`config.mk`:
```
export PLATFORM = sky130hd
export DESIGN_NAME = alu_display_scan
export DESIGN_NICKNAME = d
export VERILOG_FILES = /design/src/rtl/alu_display_scan.sv
export SDC_FILE = /design/constraint.sdc
export NUM_CORES = 1
export LEC_CHECK = 0
export ABC_AREA = 1
export BUFFER_PORTS_ARGS = -buffer_cell sky130_fd_sc_hd__buf_2
export CAP_MARGIN = 5
export CORE_MARGIN = 2
export CORE_UTILIZATION = 40
export CTS_BUF_LIST = sky130_fd_sc_hd__clkbuf_8
export CTS_CLUSTER_SIZE = 14
export DETAILED_ROUTE_END_ITERATION = 12
export GPL_TIMING_DRIVEN = 0
export SLEW_MARGIN = 20
export SYNTH_ARGS = -nofsm -noshare
export SYNTH_HDL_FRONTEND = slang
export SYNTH_SLANG_ARGS = --single-unit
```
`constraint.sdc`:
```
create_clock -name clk -period 1.7 [get_ports clk]
set_input_delay 0.255 -clock clk [delete_from_list [all_inputs] [get_ports clk]]
set_output_delay 0.255 -clock clk [all_outputs]
set_load 0.02 [all_outputs]
```
`src/rtl/alu_display_scan.sv`:
```
`default_nettype none
// ============================================================================
// Module      : alu_display_scan
// Description : Two-digit 7-segment scanner for the 3-bit ALU result.
//               Shows BCD tens/units with leading-zero blanking, a dash for
//               non-BCD codes, and a blinking "Er" when the ALU reports an
//               error. Inputs are latched once per refresh frame so a digit
//               pair is never split across two different results.
// Revision    : 1.0 - initial release
// ============================================================================
module alu_display_scan #(
    parameter int CLK_DIV      = 4096,  // clock cycles per digit slot (>= 2)
    parameter int BLINK_FRAMES = 32     // refresh frames per blink half-period (>= 1)
) (
    input  logic       clk,
    input  logic       rst,
    input  logic [3:0] tens,
    input  logic [3:0] units,
    input  logic       zero,
    input  logic       error,
    output logic [6:0] seg,
    output logic [3:0] digit_sel,
    output logic       zero_led
);

    // ------------------------------------------------------------------------
    // Constants
    // ------------------------------------------------------------------------
    localparam int C_PRE_W = $clog2(CLK_DIV);
    localparam int C_BLK_W = (BLINK_FRAMES > 1) ? $clog2(BLINK_FRAMES) : 1;

    localparam logic [C_PRE_W-1:0] C_PRE_MAX = C_PRE_W'(CLK_DIV - 1);
    localparam logic [C_BLK_W-1:0] C_BLK_MAX = C_BLK_W'(BLINK_FRAMES - 1);

    localparam logic [6:0] C_SEG_OFF  = 7'h00;
    localparam logic [6:0] C_SEG_DASH = 7'h40;
    localparam logic [6:0] C_SEG_E    = 7'h79;
    localparam logic [6:0] C_SEG_R    = 7'h50;

    localparam logic [3:0] C_SEL_NONE  = 4'b1111;
    localparam logic [3:0] C_SEL_UNITS = 4'b1110;
    localparam logic [3:0] C_SEL_TENS  = 4'b1101;

    typedef enum logic [1:0] {
        ST_BLANK = 2'd0,
        ST_UNITS = 2'd1,
        ST_TENS  = 2'd2
    } state_t;

    // ------------------------------------------------------------------------
    // BCD to 7-segment glyph; anything above 9 renders as a dash
    // ------------------------------------------------------------------------
    function automatic logic [6:0] f_decode(input logic [3:0] d);
        logic [6:0] v;
        case (d)
            4'd0:    v = 7'h3F;
            4'd1:    v = 7'h06;
            4'd2:    v = 7'h5B;
            4'd3:    v = 7'h4F;
            4'd4:    v = 7'h66;
            4'd5:    v = 7'h6D;
            4'd6:    v = 7'h7D;
            4'd7:    v = 7'h07;
            4'd8:    v = 7'h7F;
            4'd9:    v = 7'h6F;
            default: v = C_SEG_DASH;
        endcase
        return v;
    endfunction

    // ------------------------------------------------------------------------
    // Signals
    // ------------------------------------------------------------------------
    state_t             r_state;
    logic [C_PRE_W-1:0] r_pre;
    logic [C_BLK_W-1:0] r_blink_cnt;
    logic               r_blink_phase;
    logic [3:0]         r_snap_tens;
    logic               r_snap_error;

    logic               w_tick;
    logic               w_frame;
    logic [C_BLK_W-1:0] w_blink_cnt_nxt;
    logic               w_blink_phase_nxt;
    logic [6:0]         w_units_seg;
    logic [6:0]         w_tens_seg;

    assign w_tick = (r_pre == C_PRE_MAX);

    // A frame starts on every entry to the UNITS slot, including the first
    // one out of BLANK after reset.
    assign w_frame = w_tick && ((r_state == ST_BLANK) || (r_state == ST_TENS));

    // Slot-rate prescaler, free-running 0..CLK_DIV-1
    always_ff @(posedge clk or posedge rst) begin
        if (rst) begin
            r_pre <= '0;
        end else if (w_tick) begin
            r_pre <= '0;
        end else begin
            r_pre <= r_pre + 1'b1;
        end
    end

    // Blink state that will hold after the current frame boundary. A rising
    // error (live high, snapshot low) restarts the half-period with the glyphs
    // visible so the message appears without delay.
    always_comb begin
        w_blink_cnt_nxt   = r_blink_cnt;
        w_blink_phase_nxt = r_blink_phase;
        if (!error || !r_snap_error) begin
            w_blink_cnt_nxt   = '0;
            w_blink_phase_nxt = 1'b1;
        end else if (r_blink_cnt == C_BLK_MAX) begin
            w_blink_cnt_nxt   = '0;
            w_blink_phase_nxt = ~r_blink_phase;
        end else begin
            w_blink_cnt_nxt   = r_blink_cnt + 1'b1;
        end
    end

    // Glyphs for the slot being entered. The units glyph is built from the
    // live inputs because it is loaded on the same edge the snapshot is taken;
    // the tens glyph comes from the snapshot so mid-frame changes cannot leak.
    always_comb begin
        w_units_seg = f_decode(units);
        if (error) begin
            w_units_seg = w_blink_phase_nxt ? C_SEG_R : C_SEG_OFF;
        end

        w_tens_seg = f_decode(r_snap_tens);
        if (r_snap_error) begin
            w_tens_seg = r_blink_phase ? C_SEG_E : C_SEG_OFF;
        end else if (r_snap_tens == 4'd0) begin
            w_tens_seg = C_SEG_OFF;
        end
    end

    // Per-frame snapshot and blink bookkeeping
    always_ff @(posedge clk or posedge rst) begin
        if (rst) begin
            r_snap_tens   <= 4'd0;
            r_snap_error  <= 1'b0;
            r_blink_cnt   <= '0;
            r_blink_phase <= 1'b1;
        end else if (w_frame) begin
            r_snap_tens   <= tens;
            r_snap_error  <= error;
            r_blink_cnt   <= w_blink_cnt_nxt;
            r_blink_phase <= w_blink_phase_nxt;
        end
    end

    // Scan FSM with registered segment, digit-enable and zero outputs; the
    // old and new digit enables swap on the same edge so they never overlap.
    always_ff @(posedge clk or posedge rst) begin
        if (rst) begin
            r_state   <= ST_BLANK;
            seg       <= C_SEG_OFF;
            digit_sel <= C_SEL_NONE;
            zero_led  <= 1'b0;
        end else if (w_tick) begin
            case (r_state)
                ST_BLANK, ST_TENS: begin
                    r_state   <= ST_UNITS;
                    seg       <= w_units_seg;
                    digit_sel <= C_SEL_UNITS;
                    zero_led  <= zero;
                end
                ST_UNITS: begin
                    r_state   <= ST_TENS;
                    seg       <= w_tens_seg;
                    digit_sel <= C_SEL_TENS;
                end
                default: begin
                    r_state   <= ST_BLANK;
                    seg       <= C_SEG_OFF;
                    digit_sel <= C_SEL_NONE;
                end
            endcase
        end
    end

endmodule
`default_nettype wire

```
==> impl_metrics.env <==
export IMPL_pre_cts_ws_ns=0.03112
export IMPL_core_area_sq_um=5010
export IMPL_grt_pass1_vias=1485
export IMPL_track_usage=0.1544
export IMPL_r2r_end="r_blink_cnt[1]"
export IMPL_grt_pass1_wl_um=6561
export IMPL_maxCapViolations=0
export IMPL_drcViolationCount=0
export IMPL_comb_power_share=0.052
export IMPL_initialDrtViolationCount=69
export IMPL_cts_sinks=35
export IMPL_vias=1675
export IMPL_portBuffers=21
export IMPL_pwr_share_seq=0.549
export IMPL_grt_ovfl_total=0
export IMPL_gp_congestion=0.7884
export IMPL_drtPass1Iterations=4
export IMPL_startpoint_type="flip-flop"
export IMPL_synth_seq_area_share=0.4292
export IMPL_syn_avg_cell_area_sq_um=7.793
export IMPL_via_per_inst=4.515
export IMPL_wl_um=3994
export IMPL_skew_ns=0.004994
export IMPL_fin_nets=324
export IMPL_synth_cell_types=26
export IMPL_synthesis_area_sq_um=2049
export IMPL_cp_endpoint="r_blink_cnt[1]"
export IMPL_nFillCells=539
export IMPL_fin_crit_ns=1.595
export IMPL_slew_violations=0
export IMPL_powerDensity_nw_per_um2=626.8
export IMPL_fin_tns_setup_ns=0
export IMPL_dpl_hpwl_um=2948
export IMPL_p_switching_mw=0.3721
export IMPL_p_leak_nw=1.236
export IMPL_cts_buffers=5
export IMPL_synth_top_area_cell="dfrtp_1"
export IMPL_ys_warn_count=0
export IMPL_rsz0062_at_grt="no"
export IMPL_die_h_um=75.58
export IMPL_r2r_cells=9
export IMPL_setup_viol=0
export IMPL_fp_row_count=26
export IMPL_hold_class="input pin to async pin"
export IMPL_worstPathArrival_ns=1.77
export IMPL_synth_area_top_cells="dfrtp_1 (39%), nand2_1 (14%), ha_1 (7.3%)"
export IMPL_clkLatencyLatePin_ns=0.29
export IMPL_fmax_mhz=627.0
export IMPL_setup_ws_ns=0.1051
export IMPL_clockBufferDepth=2
export IMPL_clk_pin_slew_worst_paths_ns=0.07
export IMPL_reg2reg_slack_ns=0.11
export IMPL_antenna_left=0
export IMPL_p_sw_frac=0.2456
export IMPL_fin_crit_sh=0.9382
export IMPL_p_total_mw=1.515
export IMPL_multi_input_area_sq_um=1022
export IMPL_stdcell_count=371
export IMPL_fin_util=0.4825
export IMPL_dpl_cell_area_sq_um=2246
export IMPL_dp_cells=355
export IMPL_cts_tree="done"
export IMPL_relSlewSlack=0.5116
export IMPL_start_util=0.4091
export IMPL_netlist_instances=263
export IMPL_die_w_um=75.58
export IMPL_grt_max_degree=36
export IMPL_ys_ff_latch=35
export IMPL_antennaDiodeCount=0
export IMPL_crit_fanout=6
export IMPL_clkPwrFrac=0.399
export IMPL_wl_per_cell_um=10.77
export IMPL_grt_antenna_before_repair=0
export IMPL_drive_gt1_frac=0.1993
export IMPL_intPower_mw=1.143
export IMPL_ir_worst_vdd_mv=0.4180
export IMPL_r2r_start="r_pre[0]"
export IMPL_cp_data_required_time_ns=1.87
export IMPL_cts_htree_levels=2
export IMPL_worstMarginPinSlew_ns=0.7316
export IMPL_cts_root_buf="clkbuf_8"
export IMPL_fin_area_sq_um=2417
export IMPL_die_area_sq_um=5712
export IMPL_whs_ns=0.08118
export IMPL_ios=24
export IMPL_crit_type="flip-flop to flip-flop"
export IMPL_crit_path_end_kind="flip-flop"
export IMPL_synth_top_area_share=0.3907
export IMPL_status="completed"
export IMPL_regArea_sq_um=879.6
export IMPL_hold_viol=0
export IMPL_cp_startpoint="r_pre[0]"
export IMPL_syn2layout_area_growth_pct=17.95
## layout make-up
cell class,instances,area share
timing repair buffer,29,0.07350
clock buffer,5,0.02847
inverter,34,0.05279
tap,70,0.03623
multi-input combinational,191,0.4229
clock inverter,3,0.008282
buffer,4,0.01398
sequential,35,0.3639
## critical path, stage by stage (launching register included)
cell	delay, ns
dfrtp_1	0.37
ha_2	0.20
nand2_2	0.07
nor2_4	0.16
nand3_4	0.13
nor2_8	0.19
nand2_4	0.09
buf_12	0.14
nand2_1	0.05
o21ai_0	0.07
## logic make-up after synthesis
group | Yosys count | synth area share
compound gates | 24 | 0.06715
xor+xnor | 9 | 0.03846
fa+ha+maj | 12 | 0.07326
buf+inv | 38 | 0.07875
flops | 35 | 0.4292
other cells | 1 | 0.001830
simple gates | 144 | 0.3114
## worst min path at each step
stage                 start              to  slack, ns  cells after the start
2_1_floorplan       tens[3]  r_snap_tens[3]       0.40                      2
3_5_place_dp            rst  r_blink_cnt[2]       0.43                      2
4_1_cts                 rst        r_pre[2]       0.10                      2
6_report                rst        r_pre[2]       0.08                      2
5_1_grt                 rst        r_pre[2]       0.16                      2
3_3_place_gp   digit_sel[1]    digit_sel[1]       0.45                      2
## synthesized netlist by cell type (all sizes together)
library cell,count
dfstp,3
nor2,32
clkinv,1
xnor2,2
nand2,79
nand3,24
or2,2
inv,33
dfrtp,32
nand4,4
o21ai,19
ha,12
xor2,7
o211ai,1
nor3,3
conb,1
a21oi,4
buf,4
## power by group through the flow
stage	Sequential (mW)	Clock, mW	Combinational [mW]
4_1_cts	0.832	0.636	0.0799
3_3_place_gp	0.848	0	0.0801
5_1_grt	0.832	0.662	0.0927
2_1_floorplan	0.848	0	0.0502
6_report	0.832	0.604	0.0785
3_5_place_dp	0.848	0	0.0800
## metal layers
layer  GRT usage  wire (um)
met1      0.2080       2015
met2      0.2338       1758
met3     0.03968        148
met4     0.07018         72
met5           0          0
## placed cells by master (no fill, tap or decap), types with 2 or more instances in the layout
cell type,netlist,final
buf_2,0,21
buf_4,3,10
dfstp_2,3,3
xnor2_1,2,2
clkinvlp_4,0,2
nor2_1,29,29
nand4_1,4,4
ha_1,12,10
dfrtp_1,32,32
ha_2,0,2
nand2_1,77,77
a21oi_1,4,4
inv_1,33,32
nor3_1,3,3
conb_1,1,2
xor2_1,7,7
or2_2,2,2
o21ai_2,4,4
nand3_1,23,22
o21ai_0,15,15
clkbuf_8,0,5
## sequential cells by signal, summed over array words and instances, names as in the netlist, 2 cells and up
signal and cells:
r_blink_cnt 5, r_state 2, seg 7, r_pre 12, r_snap_tens 4, digit_sel 2
## what timing repair did
action	CTS	global route
setup buffers	0	8
resized for setup	0	3
setup endpoints to repair	0	15
hold buffers	0	0
Power figures use the tool's default switching activity.
